$ cat src/rtl/fifo_read_port.sv
`default_nettype none
// ============================================================================
// Module   : fifo_read_port
// Purpose  : First-word-fall-through read stage of the async FIFO, 2-entry skid
// Revision : 1.0 - initial release
// ============================================================================
module fifo_read_port #(
  parameter int DATA_WIDTH = 8,
  parameter int CNT_WIDTH  = 16
) (
  input  logic                  clk,
  input  logic                  rst_n,
  input  logic                  empty,
  input  logic [DATA_WIDTH-1:0] rdata,
  output logic                  rinc,
  output logic                  m_valid,
  output logic [DATA_WIDTH-1:0] m_data,
  input  logic                  m_ready,
  output logic [1:0]            buf_count,
  output logic [CNT_WIDTH-1:0]  beat_cnt
);

  logic [1:0]            cnt_q, cnt_d;
  logic [DATA_WIDTH-1:0] entry0_q, entry0_d;
  logic [DATA_WIDTH-1:0] entry1_q, entry1_d;
  logic [CNT_WIDTH-1:0]  beat_q, beat_d;
  logic                  push;
  logic                  pop;

  // Fetch decision uses only registered state, keeping m_ready off the rinc path.
  assign rinc      = ~empty & (cnt_q < 2'd2);
  assign push      = rinc;
  assign m_valid   = (cnt_q != 2'd0);
  assign pop       = m_valid & m_ready;
  assign m_data    = entry0_q;
  assign buf_count = cnt_q;
  assign beat_cnt  = beat_q;

  always_comb begin
    cnt_d    = cnt_q;
    entry0_d = entry0_q;
    entry1_d = entry1_q;
    beat_d   = beat_q + {{(CNT_WIDTH-1){1'b0}}, pop};
    case (cnt_q)
      2'd0: begin
        if (push) begin
          entry0_d = rdata;
          cnt_d    = 2'd1;
        end
      end
      2'd1: begin
        if (push && !pop) begin
          entry1_d = rdata;
          cnt_d    = 2'd2;
        end else if (push && pop) begin
          entry0_d = rdata;
        end else if (pop) begin
          cnt_d = 2'd0;
        end
      end
      2'd2: begin
        if (pop) begin
          entry0_d = entry1_q;
          cnt_d    = 2'd1;
        end
      end
      default: cnt_d = 2'd0;
    endcase
  end

  always_ff @(posedge clk or negedge rst_n) begin
    if (!rst_n) begin
      cnt_q    <= 2'd0;
      entry0_q <= '0;
      entry1_q <= '0;
      beat_q   <= '0;
    end else begin
      cnt_q    <= cnt_d;
      entry0_q <= entry0_d;
      entry1_q <= entry1_d;
      beat_q   <= beat_d;
    end
  end

endmodule
`default_nettype wire

$ cat config.mk
export PLATFORM = sky130hd
export DESIGN_NAME = fifo_read_port
export DESIGN_NICKNAME = d
export VERILOG_FILES = /design/src/rtl/fifo_read_port.sv
export SDC_FILE = /design/constraint.sdc
export NUM_CORES = 1
export LEC_CHECK = 0
export ABC_AREA = 1
export BUFFER_PORTS_ARGS = -buffer_cell sky130_fd_sc_hd__buf_4
export CAP_MARGIN = 20
export CORE_MARGIN = 1
export CORE_UTILIZATION = 52
export DETAILED_ROUTE_END_ITERATION = 10
export PLACE_DENSITY = 0.78
export SLEW_MARGIN = 20
export SYNTH_ARGS = -nofsm -noshare
export SYNTH_HDL_FRONTEND = slang
export SYNTH_SLANG_ARGS = --single-unit
$ cat constraint.sdc
create_clock -name clk -period 1.8 [get_ports clk]
set_input_delay 0.09 -clock clk [delete_from_list [all_inputs] [get_ports clk]]
set_output_delay 0.09 -clock clk [all_outputs]
set_load 0.005 [all_outputs]
After elaboration in Yosys (flattened, before gate mapping)
Index checks and enable logic that the tools add are counted.
{"block": "totals", "ff_bits": 34, "elab_cells": 37, "output_inout_bits": 28, "in_bits": 12}
{"block": "classes", "n_lt_le_gt_ge": 1, "addsub": 1, "eq_ne": 8, "bitwise": 3, "reduce_logical": 9, "muxes": 11}
{"cell": "8-bit two-way mux", "count": 4}
{"cell": "8-bit case mux with 3 select lines", "count": 1}
{"cell": "16-bit by 1-bit adder with 16-bit output", "count": 1}
{"cell": "2-bit two-way mux", "count": 5}
{"cell": "2-bit != test (second input constant)", "count": 4}
{"cell": "3-bit != test (second input constant)", "count": 2}
{"cell": "2-bit case mux with 3 select lines", "count": 1}
{"cell": "5-bit AND reduction", "count": 1}
{"cell": "4-bit AND reduction", "count": 1}
{"cell": "3-bit nonzero test", "count": 1}
{"cell": "1-bit AND", "count": 2}
{"cell": "2-bit by 1-bit == test with 1-bit output (second input constant)", "count": 1}
{"cell": "2-bit == test (second input constant)", "count": 1}
{"cell": "1-bit logical AND", "count": 2}
{"cell": "2-bit zero test", "count": 1}
{"cell": "2-bit less-than comparator (second input constant)", "count": 1}
{"cell": "2-bit AND reduction", "count": 1}
{"cell": "2-bit nonzero test", "count": 1}
{"cell": "1-bit zero test", "count": 1}
{"cell": "1-bit NOT", "count": 1}

Logic depth before layout (Yosys ltp)
Gate-level depths: netlist (run 1).
{"block": "logic_depth", "depth_word": 6, "mapped_depth": 11, "depth_no_buf": 11}

Least setup slack after synthesis (run 1)
No wires, ideal clock.
{"block": "synth_path", "path_kind": "reg-to-reg", "start": "register cnt_q[1] (netlist: buf_count[1])", "end": "register beat_q[14] (netlist: beat_cnt[14])", "setup_ps": 121, "arrival_ps": 1385, "t_required_ps": 1679, "path_stages_with_launch": 11, "n_path_buf": 0, "setup_slack_ps": 295, "period_less_slack_ps": 1505, "cell_sequence": "dfrtp_1 -> inv_2 -> nand2_4 -> nand3_2 -> inv_1 -> ha_1 -> nand2_1 -> nor2_2 -> nand3_1 -> o21ai_1 -> nand2_1"}
{"block": "synth_between", "elab_chain_len": 3}
{"item": "from (decl)", "line_no": "23", "rtl": "logic [1:0] cnt_q, cnt_d;"}
{"item": "from (signal assigned)", "line_no": "78", "rtl": "cnt_q <= cnt_d;"}
{"item": "2-bit nonzero test", "line_no": "33", "rtl": "assign m_valid = (cnt_q != 2'd0);"}
{"item": "net m_valid", "line_no": "16", "rtl": "output logic m_valid,"}
{"item": "1-bit AND", "line_no": "34", "rtl": "assign pop = m_valid & m_ready;"}
{"item": "16-bit by 1-bit adder with 16-bit output", "line_no": "43", "rtl": "beat_d = beat_q + {{(CNT_WIDTH-1){1'b0}}, pop};"}
{"item": "net beat_d[14]", "line_no": "26", "rtl": "logic [CNT_WIDTH-1:0] beat_q, beat_d;"}
{"item": "to (signal assigned)", "line_no": "81", "rtl": "beat_q <= beat_d;"}
{"item": "to (decl)", "line_no": "26"}
The timed path passes the listed nets, and every way through them passes these cells.
A chain may end at the register's enable or synchronous reset.

Worst setup path after layout (run 1)
{"block": "layout_path", "start": "register cnt_q[1] (netlist: buf_count[1])", "end": "register beat_q[14] (netlist: beat_cnt[14])"}
{"block": "layout_between", "elab_chain_len": 3}
{"item": "2-bit nonzero test", "line_no": "33"}
{"item": "1-bit AND", "line_no": "34"}
{"item": "16-bit by 1-bit adder with 16-bit output", "line_no": "43"}
{"item": "net beat_d[14]", "line_no": "26"}
The timed path passes the listed nets, and every way through them passes these cells.

==> impl_results.md, run 1 <==
* Outcome: finished clean
* Combinational power share at 0.320
* Post-Synth Simple-Gate Area at 0.2657
* Data required, critical path at 2040 ps
* Switching power at 0.9337 mW
* Mean post-synth cell area at 8.572 µm²
* Placed Area at 0.001991 mm²
* Total track usage at 0.2240
* Top_reg_cell synth: dfrtp_1
* Final setup viols at 0
* H-tree Lvls at 2
* Setup crit end kind: flip-flop
* Asr flop ratio synth at 1.000
* Final hold slack at 19.36 ps
* Reg2Reg Depth at 10
* Detail-routed via count per cell at 4.683
* Core area at 0.003053 mm²
* First-pass GRT wire length at 5651 µm
* Setup TNS at 0 ps
* VDD IR max at 0.9101 mV
* Ports at 40
* Std-Cell Rows at 20
* Post-synthesis mux area share at 0
* Leakage power at 1.166 nW
* Gpl congestion at 0.8226
* Multi-input logic area at 680.7 µm²
* WL per Instance at 11.37 µm
* DIE AREA at 0.003445 mm²
* Fin nets at 262
* Clock latency on the worst-skew pair at 340 ps
* Period Utilization, post-route at 0.8993
* Hpwl dp at 2249 µm
* Worst r2r dst: beat_cnt[14]$_DFF_PN0_
* Fin. Hold Viols at 0
* Num Clock Sinks at 34
* Seq/Total Area, Yosys at 0.5090
* Mapped Area at 0.001672 mm²
* PwrDens at 1308 mW/mm²
* Post-synthesis adder-cell area fraction at 0.01497
* Minimum clock period at 1619 ps
* Vias at 1372
* Synth Area in XOR/XNOR at 0.04716
* Slew HR at 0.7140
* Yosys warning count at 0
* Hold Path Origin: empty
* DRC errors left at 0
* CTS clk-pin slew, worst paths at 110 ps
* WP data arrival at 1850 ps
* R2r setup slk at 180 ps
* Final Skew at 5.106 ps
* Hold Crit Class: input port to flip-flop
* Worst hold stages at 4
* Cts bufs inserted at 5
* Post-route cell area at 0.002200 mm²
* Synth Area in Compound Gates at 0.07635
* Placed insts at 276
* Ant diodes at 0
* Pin slew with the least headroom to its limit at 429.0 ps
* Total power at 2.877 mW
* F_max at 617.8 MHz
* Dpl ws at 131.1 ps
* Crit path kind: flip-flop to flip-flop
* Sequential Area at 853.3 µm²
* Final WL at 3331 µm
* Iteration-0 DRC Markers at 62
* Clk pwr share at 0.258
* Starting Density at 0.5475
* # Post-CTS Setup Buffers at 0
* RSZ-0062 raised after global routing: no
* Post-route ant nets at 0
* Share of cells above drive strength 1 at 0.2932
* Startpoint types: flip-flop
* Hold EP: buf_count[0]$_DFFE_PN0P_
* Final WS setup at 181.3 ps
* MaxCap Viol Count at 0
* Syn Nets at 209
* Flop pwr share at 0.421
* Cell internal pwr at 1.944 mW
* I/O Buffers at 39
* Register bit count reported by yosys at 34
* Max FO, Critical Path at 4
* DIE WIDTH at 58.70 µm
* Main combinational cell family by area after synthesis: simple AND/OR/NAND/NOR gates
* Post-synthesis cell type count at 25
* Switch share at 0.3245
* Filler cell count at 253
* Number of synthesized flops with an enable pin at 0
* CTS Buffer Depth at 2
* Initial antenna violation count at 0
* Root buf cell: clkbuf_4
* Slew Limit Fails at 0
* Non-filler instance count after layout at 293
* Reg2Reg Launch Point: buf_count[1]$_DFFE_PN0P_
* DIE HEIGHT at 58.70 µm
* DR pass1 iterations at 4
* Area grow syn2layout at 31.59%
* Grt total ovfl at 0
* Vias in the first global route at 1346
* Syn Inst Count at 195
* Largest net degree at the start of global routing at 35
* CTS tree: built
* Final Util at 0.7205
==> cells by family after synthesis <==
| kind of cell | after synthesis |
|---|---|
| compound gates | 23 |
| xor+xnor | 9 |
| fa+ha+maj | 2 |
| buf+inv | 32 |
| flops | 34 |
| simple gates | 95 |
==> flip-flops by register name (all words and copies together) (netlist names) <==
name and count:
beat_cnt 16, m_data 8, entry1_q 8, buf_count 2
==> Yosys cell counts, types with 3 or more instances <==
| cell type | n | area [µm²] |
|---|---|---|
| nand2_1 | 58 | 217.7 |
| dfrtp_1 | 34 | 850.8 |
| inv_1 | 27 | 101.4 |
| o21ai_0 | 13 | 65.06 |
| nand2_2 | 10 | 62.56 |
| nor2_1 | 8 | 30.03 |
| xor2_1 | 7 | 61.31 |
| nand3_1 | 6 | 30.03 |
| o21ai_1 | 4 | 20.02 |
| nand2_4 | 3 | 33.78 |
| nor2_2 | 3 | 18.77 |
| o21ai_2 | 3 | 26.28 |
==> timing repair <==
item | CTS | global route
hold endpoints to repair | 42 | 0
hold buffers | 9 | 0
resized for setup | 0 | 3
setup endpoints to repair | 0 | 2
==> how the worst max path moves through the flow <==
stage	to	start
6_report	beat_cnt[14]$_DFF_PN0_	buf_count[1]$_DFFE_PN0P_
5_1_grt	beat_cnt[14]$_DFF_PN0_	buf_count[1]$_DFFE_PN0P_
4_1_cts	beat_cnt[14]$_DFF_PN0_	buf_count[1]$_DFFE_PN0P_
3_5_place_dp	beat_cnt[14]$_DFF_PN0_	buf_count[1]$_DFFE_PN0P_
3_3_place_gp	beat_cnt[14]$_DFF_PN0_	buf_count[1]$_DFFE_PN0P_
2_1_floorplan	beat_cnt[14]$_DFF_PN0_	buf_count[1]$_DFFE_PN0P_
==> metal layers <==
metal  vias up  share of wire  global-route usage
met5         -              0                   0
met4         0          0.011              0.1054
met3         5          0.041             0.05934
met2        32           0.51              0.3777
met1       628           0.44              0.2682
li1        707              -                   -
==> power by group through the flow <==
stage                     registers [mW]  logic [mW]  clock network, mW
after global placement              1.22       0.886                  0
after detailed placement            1.22       0.901                  0
after floorplan                     1.21       0.536                  0
final                               1.21       0.922              0.743
after global routing                1.25        1.05              0.776
after CTS                           1.21       0.927              0.755
==> cells in the final DEF (no fill, tap or decap) <==
| master | netlist | layout |
|---|---|---|
| a21oi_1 | 2 | 2 |
| buf_4 | 0 | 40 |
| bufinv_16 | 0 | 2 |
| clkbuf_4 | 0 | 5 |
| clkbuf_8 | 0 | 1 |
| dfrtp_1 | 34 | 32 |
| dfrtp_2 | 0 | 2 |
| dlygate4sd3_1 | 0 | 9 |
| ha_1 | 2 | 2 |
| inv_1 | 27 | 27 |
| inv_2 | 2 | 2 |
| nand2_1 | 58 | 58 |
| nand2_2 | 10 | 10 |
| nand2_4 | 3 | 3 |
| nand3_1 | 6 | 6 |
| nand3_2 | 1 | 1 |
| nand3b_1 | 1 | 1 |
| nand4_1 | 2 | 2 |
| nor2_1 | 8 | 8 |
| nor2_2 | 3 | 2 |
| nor2_4 | 1 | 2 |
| nor3_1 | 2 | 2 |
| o21ai_0 | 13 | 13 |
| o21ai_1 | 4 | 4 |
| o21ai_2 | 3 | 3 |
| o22ai_1 | 1 | 1 |
| xnor2_1 | 2 | 2 |
| xor2_1 | 7 | 7 |
==> area by class of cell <==
type | count | area share
flip-flops and latches | 34 | 0.3879
clock inverters | 2 | 0.02730
inverters | 29 | 0.04949
clock buffers | 6 | 0.02332
multi-input cells | 129 | 0.3094
repair buffers | 49 | 0.1775
well taps | 44 | 0.02503
==> critical path, stage by stage, from the launching register on <==
cell	delay [ps]
dfrtp_2	420
inv_2	80
nand2_4	80
nand3_2	90
inv_1	70
ha_1	170
nand2_1	100
nor2_4	140
nand3_1	140
o21ai_1	160
nand2_1	70
(Power assumes the default switching activity.)
==> inputs of run 2 (changes only) <==
--- a/config.mk
+++ b/config.mk
@@ -12,6 +12,7 @@
 export CORE_UTILIZATION = 52
 export DETAILED_ROUTE_END_ITERATION = 10
 export PLACE_DENSITY = 0.78
+export SETUP_SLACK_MARGIN = 0.4
 export SLEW_MARGIN = 20
 export SYNTH_ARGS = -nofsm -noshare
 export SYNTH_HDL_FRONTEND = slang
==> run 2 against run 1 <==
  * Worst setup slack gained 240 ps
  * Critical path type unchanged
  * Non-clock buffer count grew 5
  * Critical path depth is the same
  * Critical endpoint is now beat_cnt[10]$_DFF_PN0_
  * Sequential share of layout area shrank 0.78 points
  * Combinational power grew 15%
==> impl_results.md, run 2 (synthesis gave the netlist of run 1 again) <==
* Outcome: finished clean (unchanged)
* Slew HR at 0.7208 (was 0.7140)
* Pin slew with the least headroom to its limit at 418.7 ps (was 429.0 ps)
* M3 GR Usage at 0.04615 (was 0.05934)
* Most frequent cells in the layout: nand2_1, buf_4, dfrtp_1, inv_1, o21ai_0 (unchanged)
* Detail-routed via count per cell at 4.517 (was 4.683)
* Total track usage at 0.2162 (was 0.2240)
* DRC errors left at 0 (unchanged)
* Post-route ant nets at 0 (unchanged)
* WP data arrival at 1660 ps (was 1850 ps)
* Number of flip-flops in the largest register at 16 (unchanged)
* Data required, critical path at 2070 ps (was 2040 ps)
* Flop pwr share at 0.444 (was 0.421)
* DIE HEIGHT at 58.70 µm (unchanged)
* Slew Limit Fails at 0 (unchanged)
* Final setup viols at 0 (unchanged)
* Vias in the first global route at 1279 (was 1346)
* Root buf cell: clkbuf_4 (unchanged)
* CP max stage cell: dfrtp_1 (was dfrtp_2)
* DR pass1 iterations at 4 (unchanged)
* Total power at 2.716 mW (was 2.877 mW)
* DIE AREA at 0.003445 mm² (unchanged)
* Placed Area at 0.002028 mm² (was 0.001991 mm²)
* Non-filler instance count after layout at 298 (was 293)
* MaxCap Viol Count at 0 (unchanged)
* Std-Cell Rows at 20 (unchanged)
* Final WS setup at 417.0 ps (was 181.3 ps)
* CP cell instances: inv_2 > nand2_4 > nand3_4 > inv_2 > ha_4 > nand2_4 > nor2_4 > nand2_2 > nor2_2 > xor2_1 (was inv_2 > nand2_4 > nand3_2 > inv_1 > ha_1 > nand2_1 > nor2_4 > nand3_1 > o21ai_1 > nand2_1)
* Num Clock Sinks at 34 (unchanged)
* Clk pwr share at 0.165 (was 0.258)
* First-pass GRT wire length at 5444 µm (was 5651 µm)
* Area grow syn2layout at 33.91% (was 31.59%)
* Switch share at 0.3592 (was 0.3245)
* GR peak layer: met2 (unchanged)
* Cell internal pwr at 1.741 mW (was 1.944 mW)
* Gpl congestion at 0.8513 (was 0.8226)
* CTS clk-pin slew, worst paths at 110 ps (about the same)
* DIE WIDTH at 58.70 µm (unchanged)
* Share of cells above drive strength 1 at 0.3465 (was 0.2932)
* Largest incremental delay on the critical path at 380 ps (was 420 ps)
* PwrDens at 1213 mW/mm² (was 1308 mW/mm²)
* VDD IR max at 1.038 mV (was 0.9101 mV)
* Crit path max-delay family: simple AND/OR/NAND/NOR gates (unchanged)
* Fin. Hold Viols at 0 (unchanged)
* Hpwl dp at 2252 µm (was 2249 µm)
* Placed insts at 276 (unchanged)
* Clock latency on the worst-skew pair at 340 ps (about the same)
* Dpl ws at 252.9 ps (was 131.1 ps)
* Setup crit end kind: flip-flop (unchanged)
* Minimum clock period at 1383 ps (was 1619 ps)
* Ports at 40 (unchanged)
* Vias at 1346 (was 1372)
* Max FO, Critical Path at 4 (unchanged)
* RSZ-0062 raised after global routing: yes (was no)
* CTS tree: built (unchanged)
* Final WL at 3204 µm (was 3331 µm)
* H-tree Lvls at 2 (unchanged)
* F_max at 723.1 MHz (was 617.8 MHz)
* Met2 usage at 0.3760 (was 0.3777)
* Largest net degree at the start of global routing at 35 (unchanged)
* Post-route cell area at 0.002238 mm² (was 0.002200 mm²)
* Ant diodes at 0 (unchanged)
* Fin nets at 267 (was 262)
* Initial antenna violation count at 0 (unchanged)
* Switching power at 0.9757 mW (was 0.9337 mW)
* Final Skew at 6.597 ps (was 5.106 ps)
* Startpoint types: flip-flop (unchanged)
* Combinational power share at 0.391 (was 0.320)
* Crit path kind: flip-flop to flip-flop (unchanged)
* Met1 Track Usage GR at 0.2602 (was 0.2682)
* Core area at 0.003053 mm² (unchanged)
* CTS Buffer Depth at 2 (unchanged)
* Setup TNS at 0 ps (unchanged)
* Starting Density at 0.5475 (unchanged)
* Iteration-0 DRC Markers at 36 (was 62)
* Cts bufs inserted at 5 (unchanged)
* Worst path bufs/invs at 2 (unchanged)
* Hold Crit Class: input port to flip-flop (unchanged)
* WL per Instance at 10.75 µm (was 11.37 µm)
* I/O Buffers at 39 (unchanged)
* Period Utilization, post-route at 0.7683 (was 0.8993)
* Grt total ovfl at 0 (unchanged)
* Leakage power at 1.186 nW (was 1.166 nW)
* Commonest non-fill, non-tap cell in the layout: nand2_1 (unchanged)
[run 2: cell types whose count changed in the layout (fill, tap and decap cells not counted), moves of 3 or more]
cell | previous run | this run
inv_2 | 2 | 5
dlygate4sd3_1 | 9 | 6
inv_1 | 27 | 24
buf_4 | 40 | 47
[run 2: power by group through the flow]
stage	registers (mW)	clock network (mW)	logic, mW
2_1_floorplan	1.22	0	0.566
3_3_place_gp	1.22	0	0.922
6_report	1.21	0.447	1.06
4_1_cts	1.20	0.465	1.03
5_1_grt	1.23	0.493	1.20
3_5_place_dp	1.23	0	0.939
[run 2: area by class of cell]
class | count | area (µm²)
Sequential cell | 34 | 850.8
Multi-Input combinational cell | 129 | 735.7
Inverter | 29 | 108.9
Clock inverter | 2 | 12.51
Clock buffer | 6 | 51.30
Tap cell | 44 | 55.05
Fill cell | 262 | 814.5
Timing Repair Buffer | 54 | 424.2
[run 2: final timing paths]
kind / from / endpoint / slack [ps] / cells past startpoint
max in group asynchronous: rst_n / beat_cnt[2]$_DFF_PN0_ / 1270 / 2
min: rdata[0] / entry1_q[0]$_DFFE_PN0P_ / 10 / 3
min in group asynchronous: rst_n / m_data[1]$_DFFE_PN0P_ / 230 / 2
max: buf_count[0]$_DFFE_PN0P_ / beat_cnt[10]$_DFF_PN0_ / 420 / 10
min reg2reg: m_data[7]$_DFFE_PN0P_ / m_data[7]$_DFFE_PN0P_ / 500 / 2
max reg2reg: buf_count[0]$_DFFE_PN0P_ / beat_cnt[10]$_DFF_PN0_ / 420 / 10
[run 2: what timing repair did]
action,4_1_cts,5_1_grt
setup endpoints to repair,6,18
hold buffers,6,0
resized for setup,0,8
hold endpoints to repair,39,0
pin swaps,3,0
setup buffers,6,2
[run 2: tightest hold or removal path, cell delays in order]
cell and delay (ps):
buf_4 110, inv_1 60, o21ai_1 60
[run 2: routing by layer]
metal | part of all wire | vias to the layer above
li1 | - | 717
met1 | 0.45 | 585
met2 | 0.49 | 37
met3 | 0.040 | 7
met4 | 0.017 | 0
met5 | 0 | -
[run 2: metrics by stage]
step,utilization,hold slack (ps)
3_5_place_dp,0.6643,59.00
2_1_floorplan,-,-205.6
5_1_grt,0.7332,18.04
4_1_cts,0.7197,2.129
6_report,0.7332,12.18
3_3_place_gp,0.6643,58.55
